**src/rtl/nibble_adder_pkg.sv**
```systemverilog
// Shared types and sizing helpers for the nibble-serial adder.
package nibble_adder_pkg;

  localparam int NIBBLE_W = 4;

  typedef enum logic [1:0] {
    IDLE = 2'd0,
    ADD  = 2'd1,
    DONE = 2'd2
  } state_e;

  function automatic int num_nib(input int width);
    return width / NIBBLE_W;
  endfunction

  // Counter width is at least one bit so a single-nibble build still has a counter.
  function automatic int cnt_width(input int width);
    int n;
    n = num_nib(width);
    return (n <= 1) ? 1 : $clog2(n);
  endfunction

endpackage

```
**src/rtl/fulladder4.sv**
```systemverilog
// 4-bit ripple-carry adder; the shared datapath slice reused once per nibble.
module fulladder4
  import nibble_adder_pkg::*;
(
  input  logic [NIBBLE_W-1:0] a_i,
  input  logic [NIBBLE_W-1:0] b_i,
  input  logic                c_i,
  output logic [NIBBLE_W-1:0] sum_o,
  output logic                c_o
);

  logic [NIBBLE_W:0] total;

  assign total = {1'b0, a_i} + {1'b0, b_i} + {{NIBBLE_W{1'b0}}, c_i};
  assign sum_o = total[NIBBLE_W-1:0];
  assign c_o   = total[NIBBLE_W];

endmodule

```
**src/rtl/nibble_serial_adder.sv**
```systemverilog
// WIDTH-bit adder that reuses one fulladder4 per clock, LSB nibble first.
// Define ADD_SUB_EN to add the sub_i port and A-B support.
module nibble_serial_adder
  import nibble_adder_pkg::*;
#(
  parameter int WIDTH = 16
) (
  input  logic             clk_i,
  input  logic             rst_i,
  input  logic             valid_i,
  output logic             ready_o,
  input  logic [WIDTH-1:0] a_i,
  input  logic [WIDTH-1:0] b_i,
  input  logic             carry_i,
`ifdef ADD_SUB_EN
  input  logic             sub_i,
`endif
  output logic             valid_o,
  input  logic             ready_i,
  output logic [WIDTH-1:0] sum_o,
  output logic             carry_o,
  output logic             busy_o
);

  localparam int NUM_NIB = num_nib(WIDTH);
  localparam int CNT_W   = cnt_width(WIDTH);
  localparam logic [CNT_W-1:0] LAST_NIB = CNT_W'(NUM_NIB - 1);

  state_e           state_q;
  logic [WIDTH-1:0] a_q;
  logic [WIDTH-1:0] b_q;
  logic [WIDTH-1:0] sum_q;
  logic             carry_q;
  logic [CNT_W-1:0] nib_cnt_q;
`ifdef ADD_SUB_EN
  logic             sub_q;
`endif

  logic [WIDTH-1:0]    b_eff;
  logic [NIBBLE_W-1:0] nib_a;
  logic [NIBBLE_W-1:0] nib_b;
  logic [NIBBLE_W-1:0] nib_sum;
  logic                nib_cout;
  int                  nib_base;

  always_comb begin
`ifdef ADD_SUB_EN
    b_eff = sub_q ? ~b_q : b_q;
`else
    b_eff = b_q;
`endif
    nib_base = int'(nib_cnt_q) * NIBBLE_W;
    nib_a    = a_q[nib_base +: NIBBLE_W];
    nib_b    = b_eff[nib_base +: NIBBLE_W];
  end

  fulladder4 u_fa (
    .a_i   (nib_a),
    .b_i   (nib_b),
    .c_i   (carry_q),
    .sum_o (nib_sum),
    .c_o   (nib_cout)
  );

  // NOTE: state registers use non-blocking assignments so every register in
  // this block samples pre-edge values, independent of statement order.
  always_ff @(posedge clk_i) begin
    if (rst_i) begin
      state_q   <= IDLE;
      a_q       <= '0;
      b_q       <= '0;
      sum_q     <= '0;
      carry_q   <= 1'b0;
      nib_cnt_q <= '0;
`ifdef ADD_SUB_EN
      sub_q     <= 1'b0;
`endif
    end else begin
      unique case (state_q)
        IDLE: begin
          if (valid_i) begin
            a_q       <= a_i;
            b_q       <= b_i;
            nib_cnt_q <= '0;
            state_q   <= ADD;
`ifdef ADD_SUB_EN
            sub_q     <= sub_i;
            // Two's-complement subtract: invert B and inject the +1 as carry-in.
            carry_q   <= sub_i ? 1'b1 : carry_i;
`else
            carry_q   <= carry_i;
`endif
          end
        end
        ADD: begin
          sum_q[nib_base +: NIBBLE_W] <= nib_sum;
          carry_q                     <= nib_cout;
          if (nib_cnt_q == LAST_NIB) begin
            state_q <= DONE;
          end else begin
            nib_cnt_q <= nib_cnt_q + 1'b1;
          end
        end
        DONE: begin
          if (ready_i) state_q <= IDLE;
        end
        default: state_q <= IDLE;
      endcase
    end
  end

  assign ready_o = (state_q == IDLE);
  assign valid_o = (state_q == DONE);
  assign busy_o  = (state_q != IDLE);
  assign sum_o   = sum_q;
  assign carry_o = carry_q;

endmodule

```
**config.mk**
```make
export PLATFORM = sky130hd
export DESIGN_NAME = nibble_serial_adder
export DESIGN_NICKNAME = d
export VERILOG_FILES = /design/src/rtl/nibble_adder_pkg.sv /design/src/rtl/fulladder4.sv /design/src/rtl/nibble_serial_adder.sv
export SDC_FILE = /design/constraint.sdc
export NUM_CORES = 1
export LEC_CHECK = 0
export CAP_MARGIN = 20
export CELL_PAD_IN_SITES_DETAIL_PLACEMENT = 1
export CELL_PAD_IN_SITES_GLOBAL_PLACEMENT = 1
export CORE_MARGIN = 4
export CORE_UTILIZATION = 37
export CTS_CLUSTER_DIAMETER = 30
export CTS_CLUSTER_SIZE = 10
export DETAILED_ROUTE_END_ITERATION = 16
export GPL_TIMING_DRIVEN = 1
export PLACE_DENSITY = 0.85
export SLEW_MARGIN = 20
export SYNTH_ARGS = -nofsm -noshare
export SYNTH_HDL_FRONTEND = slang
export SYNTH_HIERARCHICAL = 1
export SYNTH_SLANG_ARGS = --single-unit
```
**constraint.sdc**
```tcl
create_clock -name clk_i -period 2.95 [get_ports clk_i]
set_input_delay 0.4425 -clock clk_i [delete_from_list [all_inputs] [get_ports clk_i]]
set_output_delay 0.4425 -clock clk_i [all_outputs]
set_load 0.02 [all_outputs]
```
After elaboration in Yosys (flattened, before gate mapping)
Index checks and enable logic that the tools add are counted.

Flip-flop bits (word level): 53. Bits in latches: 0. RAM bits: 0. Bits in read-only memories: 0. Input port bits: 37. Output and inout bits: 20. Logic and storage cells: 38. Memories: 0.

Add/sub/neg operators: 4. Multipliers: 0. Divide/modulo/power cells: 0. $lt $le $gt $ge: 0. Equal/unequal tests: 7. Shift-type cells: 4. Multiplexer cells: 10. Bitwise operators: 0. Reductions and logical operators: 7.

Operators with widths (number): $neg A4 Y33 (1); $shift A4 B33 Y16 const A (1); $shiftx A4 B33 Y16 (1); $shiftx A16 B5 Y4 (2); $bwmux W16 (1); $mux W2 (5); $ne A2 B2 Y1 const B (3); $pmux W2 S3 (1); $reduce_and A3 Y1 (2); $add A4 B4 Y5 (1); $add A5 B1 Y5 (1); $eq A2 B2 Y1 const B (2); $pmux W2 S2 (1); $reduce_and A2 Y1 (2); $reduce_bool A2 Y1 (2); $add A2 B1 Y2 const B (1); $eq A2 B1 Y1 const B (1); $logic_not A2 Y1 (1); $ne A2 B1 Y1 const B (1); $pmux W1 S2 (1); $mux W1 (1).

Longest topological paths before layout
Gate-level depths: netlist of the first run.

Depth in word-level cells: 5. Depth in mapped cells: 10.

Cells and area by module
The synthesis of the first run kept the hierarchy.

Modules (own cells, without submodules): nibble_serial_adder (instances 1, cells an instance 262, area an instance 2348.5 µm², sequential area each 1061.0 µm²); fulladder4 (instances 1, cells an instance 16, area an instance 143.9 µm², sequential area each 0.0 µm²).

Worst setup path after synthesis of the first run
No wires, ideal clock.

Kind: register -> register. Start: register nib_cnt_q[0]. End: register sum_q[13], in the netlist sum_o[13]. Library setup time: 0.070 ns. Arrival time: 2.266 ns. Data required time: 2.880 ns. Slack: 0.614 ns. Stages on the path, launching flop included: 9. Clock period less this slack: 2.336 ns. Cell sequence: dfxtp_1 > buf_6 > mux4_2 > fa_1 > inv_1 > fa_1 > inv_1 > nand4_1 > a21oi_1.

Longest elaborated chain between the ends: 5. Elaborated cells on any way between the ends: 8. Those cells by class: add/sub: 3; shift: 4; mux: 1.

RTL lines: start, declared (RTL line nibble_serial_adder.sv:34) `logic [CNT_W-1:0] nib_cnt_q;`; start signal, assigned (RTL line nibble_serial_adder.sv:101) `nib_cnt_q <= nib_cnt_q + 1'b1;`; $shiftx A16 B5 Y4 (RTL line nibble_serial_adder.sv:53) `nib_a = a_q[nib_base +: NIBBLE_W];`; via nib_a[0] (RTL line nibble_serial_adder.sv:40) `logic [NIBBLE_W-1:0] nib_a;`; $add A4 B4 Y5 (RTL line fulladder4.sv:14) `assign total = {1'b0, a_i} + {1'b0, b_i} + {{NIBBLE_W{1'b0}}, c_i};`; $add A5 B1 Y5 (RTL line fulladder4.sv:14); via nib_sum[1] (RTL line nibble_serial_adder.sv:42) `logic [NIBBLE_W-1:0] nib_sum;`; $shiftx A4 B33 Y16 (RTL line nibble_serial_adder.sv:96) `sum_q[nib_base +: NIBBLE_W] <= nib_sum;`; $bwmux W16 (RTL line nibble_serial_adder.sv:96); end signal, assigned by index (RTL line nibble_serial_adder.sv:96); end, declared (RTL line nibble_serial_adder.sv:32) `logic [WIDTH-1:0] sum_q;`.

The timed path passes the listed nets, and every way through them passes these cells. A chain may end at the register's enable or synchronous reset.

Worst setup path after layout of the first run
Start: register nib_cnt_q[0]. End: register sum_q[7], in the netlist sum_o[7].

Same word-level chain as after synthesis.

==> results of run 1 <==
layout make-up:
cell class                      instances  area [um^2]
Clock buffer                            5        68.82
Multi-Input combinational cell        194         1259
Clock inverter                          3        65.06
Tap cell                               77        96.34
Timing Repair Buffer                   61        593.1
Fill cell                             758         3278
Sequential cell                        53         1061
Inverter                               10        37.54
metal layers:
metal	wire, um	up-vias	track usage	share of wire
met1	2566	976	0.1799	0.41
met3	230	10	0.03088	0.037
met2	3296	48	0.2956	0.53
li1	-	1032	-	-
met5	0	-	0	0
met4	99	0	0.05485	0.016
through the flow:
stage	total power [uW]	hold WS [ps]	cells
2_1_floorplan	943.1	433.1	278
3_3_place_gp	1030	440.8	395
3_5_place_dp	1040	447.5	395
4_1_cts	1627	462.1	403
5_1_grt	1680	491.1	403
6_report	1607	459.8	403
logic make-up (layout without fill, tap and decap cells):
logic type	Yosys count	count (layout)	synth area share
compound gates	55	55	0.1250
xor+xnor	2	2	0.007029
fa+ha+maj	10	10	0.05623
buf+inv	31	79	0.06927
flops	53	53	0.4257
mux	9	9	0.07630
simple gates	118	118	0.2405
power by group through the flow:
stage          clock [uW]  sequential, uW  combinational [uW]
6_report              585             770                 252
5_1_grt               627             775                 278
4_1_cts               600             771                 255
3_5_place_dp            0             787                 253
3_3_place_gp            0             785                 245
2_1_floorplan           0             780                 163
cell usage in the layout, fill, tap and decap left out, types with 2 or more instances in the layout:
master and count:
nand2_1 69, clkdlybuf4s50_1 55, dfxtp_1 53, a21oi_1 45, nand2b_1 11, inv_1 10
mux4_2 8, nand4_1 8, ha_1 8, nor3b_1 5, clkbuf_8 5, buf_4 5
nor2b_1 4, nand3_1 4, a31o_1 4, and3b_1 3, nor2_1 3, bufinv_16 2
xnor2_1 2, fa_1 2
worst max path at each step:
stage / endpoint / start / cells past startpoint
after floorplan: sum_o[13] / nib_cnt_q[0] / 8
after detailed placement: sum_o[7] / nib_cnt_q[0] / 8
after CTS: sum_o[7] / nib_cnt_q[0] / 8
final: sum_o[7] / nib_cnt_q[0] / 8
after global routing: sum_o[7] / nib_cnt_q[0] / 8
after global placement: sum_o[13] / nib_cnt_q[0] / 7
Yosys cell counts:
master,number
nand2_1,69
dfxtp_1,53
a21oi_1,45
nand2b_1,11
inv_1,10
buf_2,9
ha_1,8
mux4_2,8
nand4_1,8
buf_6,6
clkbuf_1,6
nor3b_1,5
a31o_1,4
nand3_1,4
nor2b_1,4
and3b_1,3
nor2_1,3
fa_1,2
or3b_1,2
xnor2_1,2
a2111oi_2,1
a21o_1,1
a21oi_2,1
and2b_1,1
and3b_2,1
mux2i_1,1
nand3b_1,1
nor3_1,1
nor3_2,1
nor3b_2,1
nor3b_4,1
o21ai_0,1
o22ai_1,1
o32ai_1,1
or2_1,1
or2_2,1
sequential cells by signal, indices dropped and copies added (netlist names):
register and flops:
carry_o 1, sum_o 16, state_q 2, b_eff 16
a_q 16, nib_cnt_q 2
worst register-to-register path, stage by stage (launching register included):
cell	delay, ps
dfxtp_1	440
buf_4	260
mux4_2	560
ha_1	320
a21o_1	170
a21oi_2	140
xnor2_1	220
nand4_1	140
a21oi_1	210
==> results by group, run 1 <==
Drt
  – DR WL/cell: 15.37 um
  – Post-route ant nets: 0
  – Routed vias/inst: 5.127
  – Violation count after the first detailed-routing iteration: 50
  – Post-Route WL: 6.193 mm
  – DRC: 0
  – First-pass iteration count of the detailed router: 4
  – Vias: 2066

Clock network
  – Post-CTS setup buffer count: 0
  – H-tree lvl count: 2
  – CTS tree: built
  – CTS sink cnt: 53
  – Clock slew at reported path FFs: 100 ps
  – Clk_lat worst skew: 320 ps
  – Longest Clk Path Bufs: 2
  – # hold bufs at CTS: 0
  – Post-cts sizing count: 0
  – TritonCTS buffer count: 5
  – Root buffer selected by CTS: clkbuf_8

Critical path
  – Worst Path Arrival: 2780 ps
  – CP Class: reg2reg
  – Worst path cell trace: buf_4, mux4_2, ha_1, a21o_1, a21oi_2, xnor2_1, nand4_1, a21oi_1
  – CP Launch Type: flop
  – Slowest-stage cell, CP: mux4_2
  – Worst EP required: 3190 ps
  – Crit path max fanout: 15
  – Reg2reg start: nib_cnt_q[0]
  – CP delay by family, top: multiplexers
  – Worst Setup End Kind: flop
  – Reg2reg path depth: 8
  – Register-to-register setup slack: 410 ps
  – Max incr delay on CP: 560 ps
  – Worst r2r dst: sum_o[7]
  – Crit path buf inv count: 1

Placed design
  – Hpwl dp: 4.737 mm
  – Input/output buffers: 56
  – Placed cell area: 3047 um^2
  – Worst slack, placed: 441.1 ps
  – Gp weighted congestion: 0.7361

STA
  – Worst Max-Slew Pin Slew: 675.8 ps
  – Final setup violation count: 0
  – Part of the cycle the worst path needs: 0.8608
  – Tmin final: 2539 ps
  – Worst Skew: 8.214 ps
  – Slew Limit Fails: 0
  – Worst slew margin: 0.5495
  – Final setup margin: 410.8 ps
  – FMAX: 393.8 MHz
  – Setup TNS: 0 ps
  – RSZ-0062 raised after global routing: false
  – Hold Fails Final Rpt: 0

Power
  – Power Internal: 1207 uW
  – LEAKAGE: 0.001163 uW
  – Pwr per Cell Area: 505.3 nW/um^2
  – Power share of the combinational group: 0.157
  – Clock share of power: 0.364
  – Switching share of power: 0.2493
  – Worst vdd ir: 0.0002129 V
  – Psw: 400.6 uW
  – Seq pwr share: 0.479

Floorplan
  – # rows: 29
  – Core footprint: 6459 um^2
  – Die Span X: 90.08 um
  – Starting Density: 0.3859
  – IO Count: 57
  – Die H: 90.08 um
  – Die footprint: 8114 um^2

GRT
  – Initial antenna violation count: 0
  – Gr usage total: 0.1589
  – First-pass GRT wire length: 10.52 mm
  – Remaining Overflow, GRT: 0
  – Largest net degree at the start of global routing: 35
  – Vias in the first global route: 2191

Layout
  – Area grow syn2layout: 27.61%
  – Design Area, Final: 3181 um^2
  – Layout cell share with drive strength beyond 1: 0.09202
  – Finished Core Util: 0.4924
  – Diode count: 0
  – Layout net count: 372

Yosys
  – Synthesized Nets: 325
  – Mean Syn Cell Area: 8.965 um^2
  – Synth Register Bits: 53
  – Post-synth top area cell: dfxtp_1
  – Mapped Cells: 278
  – Top cells by area, synth: dfxtp_1 43%, nand2_1 10%, a21oi_1 9.0%, mux4_2 7.2%, ha_1 4.0%
  – Mapped Area: 2492 um^2
  – Synth warn: 6
  – Synth cell types: 36
  – Post-synthesis sequential area ratio: 0.4257
  – Share of the synthesized area in the top cell type: 0.4257

Hold path
  – Worst min-delay path endpoint: b_eff[1]
  – Min-Delay Path Depth: 2
  – Hold crit path type: reg2reg
  – Min-delay src: b_eff[1]

Run
  – Max Cap Viol: 0

Status
  – Status: finished, final reports clean
Note: power is estimated with default switching activity, not from simulation.
==> run 2: changes to the inputs <==
--- a/config.mk
+++ b/config.mk
@@ -8,15 +8,15 @@
 export CAP_MARGIN = 20
 export CELL_PAD_IN_SITES_DETAIL_PLACEMENT = 1
 export CELL_PAD_IN_SITES_GLOBAL_PLACEMENT = 1
+export CORE_ASPECT_RATIO = 2
 export CORE_MARGIN = 4
-export CORE_UTILIZATION = 37
+export CORE_UTILIZATION = 36
 export CTS_CLUSTER_DIAMETER = 30
 export CTS_CLUSTER_SIZE = 10
 export DETAILED_ROUTE_END_ITERATION = 16
 export GPL_TIMING_DRIVEN = 1
-export PLACE_DENSITY = 0.85
-export SLEW_MARGIN = 20
+export PLACE_DENSITY = 0.84
+export SLEW_MARGIN = 15
 export SYNTH_ARGS = -nofsm -noshare
 export SYNTH_HDL_FRONTEND = slang
-export SYNTH_HIERARCHICAL = 1
 export SYNTH_SLANG_ARGS = --single-unit
==> results by group, run 2 <==
STA
  – Hold Fails Final Rpt: 0
  – RSZ-0062 raised after global routing: false
  – Worst Skew: 5.160 ps
  – Part of the cycle the worst path needs: 0.9063
  – Worst Max-Slew Pin Slew: 499.3 ps
  – Tmin final: 2674 ps
  – Final setup violation count: 0
  – FMAX: 374.0 MHz
  – Final setup margin: 276.5 ps
  – Worst slew margin: 0.6668
  – Slew Limit Fails: 0
  – Setup TNS: 0 ps

Run
  – Max Cap Viol: 0

Floorplan
  – Die H: 122.2 um
  – Core footprint: 6310 um^2
  – IO Count: 57
  – Die Span X: 65.08 um
  – Die footprint: 7950 um^2
  – Starting Density: 0.3718
  – # rows: 41

Clock network
  – Clock slew at reported path FFs: 70 ps
  – # hold bufs at CTS: 0
  – CTS tree: built
  – Post-cts sizing count: 0
  – Clk_lat worst skew: 290 ps
  – CTS sink cnt: 53
  – Post-CTS setup buffer count: 0
  – H-tree lvl count: 2
  – Root buffer selected by CTS: clkbuf_16
  – Longest Clk Path Bufs: 2
  – TritonCTS buffer count: 5

Yosys
  – Prevailing post-synth register cell: dfxtp_1
  – Synthesized Nets: 309
  – Synth async-reset ratio: 0
  – Mapped Area: 2346 um^2
  – Commonest cells in the netlist: 75 x nand2_1, 53 x dfxtp_1, 37 x a21oi_1
  – Post-synthesis sequential area ratio: 0.4523
  – Top cells by area, synth: dfxtp_1 45%, nand2_1 12%, a21oi_1 7.9%, mux4_2 7.7%, ha_1 4.8%
  – Share of the synthesized area in the top cell type: 0.4523
  – Post-synth top area cell: dfxtp_1
  – Synth warn: 0
  – Synth Register Bits: 53
  – Synth cell types: 29
  – Post-synth EDFFs: 0
  – Mapped Cells: 261
  – Most frequent cell after synthesis: nand2_1
  – Mean Syn Cell Area: 8.989 um^2

Layout
  – Multi-input logic area: 1200 um^2
  – Diode count: 0
  – Filler cell count: 738
  – Layout cell share with drive strength beyond 1: 0.09524
  – Area grow syn2layout: 35.09%
  – FF/Latch Area: 1061 um^2
  – Most frequent cells in the layout: 75 x nand2_1, 55 x clkdlybuf4s50_1, 53 x dfxtp_1, 37 x a21oi_1, 21 x nor2_1
  – Layout net count: 363
  – Commonest non-fill, non-tap cell in the layout: nand2_1

Placed design
  – Input/output buffers: 56
  – Hpwl dp: 4.673 mm
  – Worst slack, placed: 326.7 ps
  – Gp weighted congestion: 0.8469

Critical path
  – Worst Path Arrival: 2850 ps
  – Worst EP required: 3120 ps
  – Crit path max fanout: 4
  – CP Class: reg2reg
  – Register-to-register setup slack: 280 ps
  – Worst r2r dst: carry_o
  – Worst Setup End Kind: flop
  – CP endpoint: carry_o
  – Crit path launch: nib_cnt_q[0]
  – Reg2reg start: nib_cnt_q[0]
  – Reg2reg path depth: 7
  – CP Launch Type: flop

Hold path
  – Hold crit path type: reg2reg
  – Min-delay src: a_q[4]

GRT
  – First-pass GRT wire length: 10.51 mm
  – Vias in the first global route: 2185
  – Largest net degree at the start of global routing: 54
  – Initial antenna violation count: 0
  – Remaining Overflow, GRT: 0
  – Gr usage total: 0.1752

Drt
  – Post-Route WL: 6.396 mm
  – Vias: 2045
  – Post-route ant nets: 0
  – DRC: 0
  – First-pass iteration count of the detailed router: 4
  – Violation count after the first detailed-routing iteration: 84
  – Routed vias/inst: 5.100
  – DR WL/cell: 15.95 um

Power
  – Pwr per Cell Area: 533.4 nW/um^2
  – Worst vdd ir: 0.0003573 V
  – LEAKAGE: 0.001201 uW

Status
  – Status: finished, final reports clean
==> run 2: changes by cell type in the layout (fill, tap and decap cells not counted), moves of 6 or more <==
cell,before,now
nand2b_1,11,0
a22oi_1,0,14
inv_1,10,4
nand2_1,69,75
nand4_1,8,0
nor2_1,3,21
a21oi_1,45,37
==> run 2: how the worst min path moves through the flow <==
stage | slack (ps) | depth (start not counted) | endpoint
3_5_place_dp | 450 | 2 | b_eff[3]
3_3_place_gp | 440 | 2 | b_eff[9]
5_1_grt | 470 | 2 | a_q[9]
4_1_cts | 460 | 2 | a_q[9]
2_1_floorplan | 430 | 2 | a_q[10]
6_report | 460 | 2 | a_q[4]
==> run 2: power by group <==
| group | switching, uW | total (uW) | leakage, uW | internal [uW] |
|---|---|---|---|---|
| sequential | 24.7 | 774 | 0.000433 | 749 |
| clock | 251 | 645 | 0.0000797 | 394 |
| combinational | 140 | 271 | 0.000688 | 131 |
==> run 2: final cells by class <==
| type | count | share of cell area |
|---|---|---|
| multi-input combinational | 189 | 0.3786 |
| sequential | 53 | 0.3348 |
| timing repair buffer | 62 | 0.1974 |
| clock buffer | 5 | 0.03948 |
| tap | 86 | 0.03395 |
| clock inverter | 2 | 0.01105 |
| inverter | 4 | 0.004737 |
==> run 2: critical path, stage by stage (launching register included) <==
cell and delay, ps:
dfxtp_1 430, mux4_2 550, fa_1 460, fa_1 430
a21oi_1 250, nor2b_1 80, o32ai_1 280, nor3_1 80
==> run 2: per-layer routing <==
metal  part of all wire  GRT usage
met4              0.025    0.09091
met1               0.34     0.1620
met3              0.027    0.02768
met5                  0          0
met2               0.61     0.3502
==> run 2: logic make-up after synthesis <==
kind of cell,count (synthesis),synth area share
AOI/OAI and AO/OA,56,0.1419
muxes,8,0.07680
and+or+nand+nor,113,0.2213
DFF,53,0.4523
adders and majority gates,11,0.06507
buffers and inverters,19,0.03893
xor gates and xnor gates,1,0.003734
==> run 2: through the flow <==
| stage | hold WS (ps) | total power (uW) | instance area [um^2] | std cells | util |
|---|---|---|---|---|---|
| floorplan | 433.1 | 941.6 | 2346 | 261 | - |
| global placement | 440.5 | 1048 | 2989 | 393 | 0.4737 |
| detailed placement | 447.9 | 1056 | 2989 | 393 | 0.4737 |
| CTS | 455.6 | 1700 | 3149 | 400 | 0.4991 |
| global route | 471.8 | 1766 | 3169 | 401 | 0.5023 |
| finish | 456.7 | 1691 | 3169 | 401 | 0.5023 |
==> run 3: changes to the inputs <==
--- a/config.mk
+++ b/config.mk
@@ -5,17 +5,19 @@
 export SDC_FILE = /design/constraint.sdc
 export NUM_CORES = 1
 export LEC_CHECK = 0
+export ABC_AREA = 1
 export CAP_MARGIN = 20
 export CELL_PAD_IN_SITES_DETAIL_PLACEMENT = 1
 export CELL_PAD_IN_SITES_GLOBAL_PLACEMENT = 1
 export CORE_ASPECT_RATIO = 2
 export CORE_MARGIN = 4
-export CORE_UTILIZATION = 36
+export CORE_UTILIZATION = 35
 export CTS_CLUSTER_DIAMETER = 30
 export CTS_CLUSTER_SIZE = 10
 export DETAILED_ROUTE_END_ITERATION = 16
 export GPL_TIMING_DRIVEN = 1
 export PLACE_DENSITY = 0.84
+export RECOVER_POWER = 50
 export SLEW_MARGIN = 15
 export SYNTH_ARGS = -nofsm -noshare
 export SYNTH_HDL_FRONTEND = slang
==> results by group, run 3 <==
Critical path
  – Worst EP required: 3170 ps
  – Reg2reg path depth: 10
  – Worst Path Arrival: 2840 ps
  – CP Class: reg2reg
  – Worst r2r dst: sum_o[6]
  – Crit path max fanout: 23
  – Register-to-register setup slack: 330 ps
  – Worst Setup End Kind: flop
  – CP Launch Type: flop
  – Reg2reg start: nib_cnt_q[0]

Yosys
  – Most frequent cell after synthesis: nor2_1
  – Mapped Cells: 317
  – Synth async-reset ratio: 0
  – Synth Register Bits: 53
  – Post-synth EDFFs: 0
  – Synth cell types: 28
  – Synth warn: 0
  – Mapped Area: 2405 um^2
  – Share of the synthesized area in the top cell type: 0.4412
  – Commonest cells in the netlist: 89 x nor2_1, 53 x dfxtp_1, 34 x o21ai_0
  – Mean Syn Cell Area: 7.586 um^2
  – Post-synthesis sequential area ratio: 0.4412
  – Top cells by area, synth: dfxtp_1 44%, nor2_1 14%, o21ai_0 7.1%, nand2_1 5.2%, ha_1 4.7%
  – Prevailing post-synth register cell: dfxtp_1
  – Post-synth top area cell: dfxtp_1
  – Synthesized Nets: 365

STA
  – Worst slew margin: 0.3371
  – Worst Skew: 4.456 ps
  – RSZ-0062 raised after global routing: false
  – Slew Limit Fails: 0
  – Hold Fails Final Rpt: 0
  – Setup TNS: 0 ps
  – Tmin final: 2624 ps
  – Part of the cycle the worst path needs: 0.8896
  – FMAX: 381.0 MHz
  – Worst Max-Slew Pin Slew: 993.3 ps
  – Final setup violation count: 0

Layout
  – FF/Latch Area: 1062 um^2
  – Finished Core Util: 0.4758
  – Area grow syn2layout: 32.05%
  – Multi-input logic area: 1221 um^2
  – Diode count: 0
  – Commonest non-fill, non-tap cell in the layout: nor2_1
  – Layout cell share with drive strength beyond 1: 0.07027
  – Most frequent cells in the layout: 89 x nor2_1, 55 x clkdlybuf4s50_1, 52 x dfxtp_1, 34 x o21ai_0, 33 x nand2_1
  – Layout net count: 417
  – Filler cell count: 837

Drt
  – Violation count after the first detailed-routing iteration: 62
  – DR WL/cell: 14.67 um
  – DRC: 0
  – Routed vias/inst: 4.934
  – Post-Route WL: 6.717 mm
  – Vias: 2260
  – First-pass iteration count of the detailed router: 4
  – Post-route ant nets: 0

Placed design
  – Input/output buffers: 56
  – Gp weighted congestion: 0.8647
  – Hpwl dp: 5.201 mm

Power
  – Switching share of power: 0.2810
  – Power Internal: 1220 uW
  – Worst vdd ir: 0.0002749 V
  – Pwr per Cell Area: 534.4 nW/um^2
  – Seq pwr share: 0.469
  – Power share of the combinational group: 0.202
  – Clock share of power: 0.329
  – LEAKAGE: 0.001233 uW
  – Psw: 476.9 uW

Clock network
  – Clk_lat worst skew: 280 ps
  – Root buffer selected by CTS: clkbuf_16
  – TritonCTS buffer count: 5
  – CTS tree: built
  – Longest Clk Path Bufs: 2
  – Clock slew at reported path FFs: 70 ps
  – H-tree lvl count: 2
  – Post-CTS setup buffer count: 0
  – # hold bufs at CTS: 0
  – CTS sink cnt: 53
  – Post-cts sizing count: 0

GRT
  – Remaining Overflow, GRT: 0
  – Vias in the first global route: 2400
  – Gr usage total: 0.1700
  – First-pass GRT wire length: 10.98 mm
  – Largest net degree at the start of global routing: 35
  – Initial antenna violation count: 0

Status
  – Status: finished, final reports clean

Run
  – Max Cap Viol: 0

Floorplan
  – # rows: 42
  – Die Span X: 66.61 um
  – Die H: 125.2 um
  – IO Count: 57
  – Die footprint: 8341 um^2
  – Starting Density: 0.3603
  – Core footprint: 6674 um^2

Hold path
  – Min-Delay Path Depth: 2
  – Worst min-delay path endpoint: sum_o[9]
  – Min-delay src: sum_o[9]
  – Hold crit path type: reg2reg
## run 3: cell types whose count changed in the layout (fill, tap and decap cells not counted), sizes merged, moves of 2 or more
cell,change
a21oi,-20
a22oi,-10
a32oi,-2
buf,-2
inv,+9
mux4,-8
nand2,-38
nand3,+3
nand4,+5
nor2,+71
nor2b,-3
o21ai,+49
o22ai,+8
## run 3: through the flow
stage	std cells	total power [uW]	setup slack [ps]	cell area [um^2]	hold slack [ps]
after floorplan	317	1022	541.5	2405	449.5
after global placement	450	1141	360.0	3043	451.8
after detailed placement	450	1155	250.5	3043	456.9
after CTS	458	1713	185.0	3182	467.1
after global routing	458	1791	87.06	3176	490.9
final	458	1697	325.6	3176	462.9
## run 3: area by class of cell
class / count / share of cell area
Sequential cell: 53 / 0.3345
Multi-Input combinational cell: 235 / 0.3846
Tap cell: 88 / 0.03467
Clock buffer: 6 / 0.04058
Inverter: 13 / 0.01537
Clock inverter: 2 / 0.003152
Timing Repair Buffer: 61 / 0.1872
## run 3: power groups by stage
stage          Combinational [uW]  Clock (uW)  Sequential [uW]
2_1_floorplan                 214           0              808
3_3_place_gp                  330           0              811
3_5_place_dp                  343           0              812
4_1_cts                       348         569              797
5_1_grt                       384         605              802
6_report                      342         559              796
## run 3: worst max path at each step
stage / startpoint / endpoint / slack [ps] / cells after the start
final: nib_cnt_q[0] / sum_o[6] / 330 / 10
after global routing: nib_cnt_q[0] / sum_o[6] / 90 / 10
after CTS: nib_cnt_q[0] / sum_o[6] / 180 / 10
after detailed placement: nib_cnt_q[0] / sum_o[14] / 250 / 10
after global placement: nib_cnt_q[0] / sum_o[6] / 360 / 10
after floorplan: nib_cnt_q[0] / sum_o[14] / 540 / 11
## run 3: routing by layer
| metal | routed length (um) | track usage |
|---|---|---|
| met3 | 166 | 0.02244 |
| met4 | 213 | 0.07066 |
| met5 | 0 | 0 |
| met1 | 2418 | 0.1607 |
| met2 | 3919 | 0.3396 |
## run 3: logic make-up (layout without fill, tap and decap cells)
family          count (synthesis)  count (layout)  synth area share
xor+xnor                        1               1          0.003643
flops                          53              53            0.4412
simple gates                  144             144            0.2674
fa+ha+maj                      11              11           0.06348
buf+inv                        29              82           0.04943
compound gates                 79              79            0.1748
## run 3: worst max-delay path: stages (launching register included)
cell,delay [ps]
dfxtp_2,470
inv_2,220
o21ai_0,210
o22ai_1,120
fa_1,450
fa_1,420
xor2_1,240
nand2_1,90
nor2_1,140
a22oi_1,90
nor2_1,110
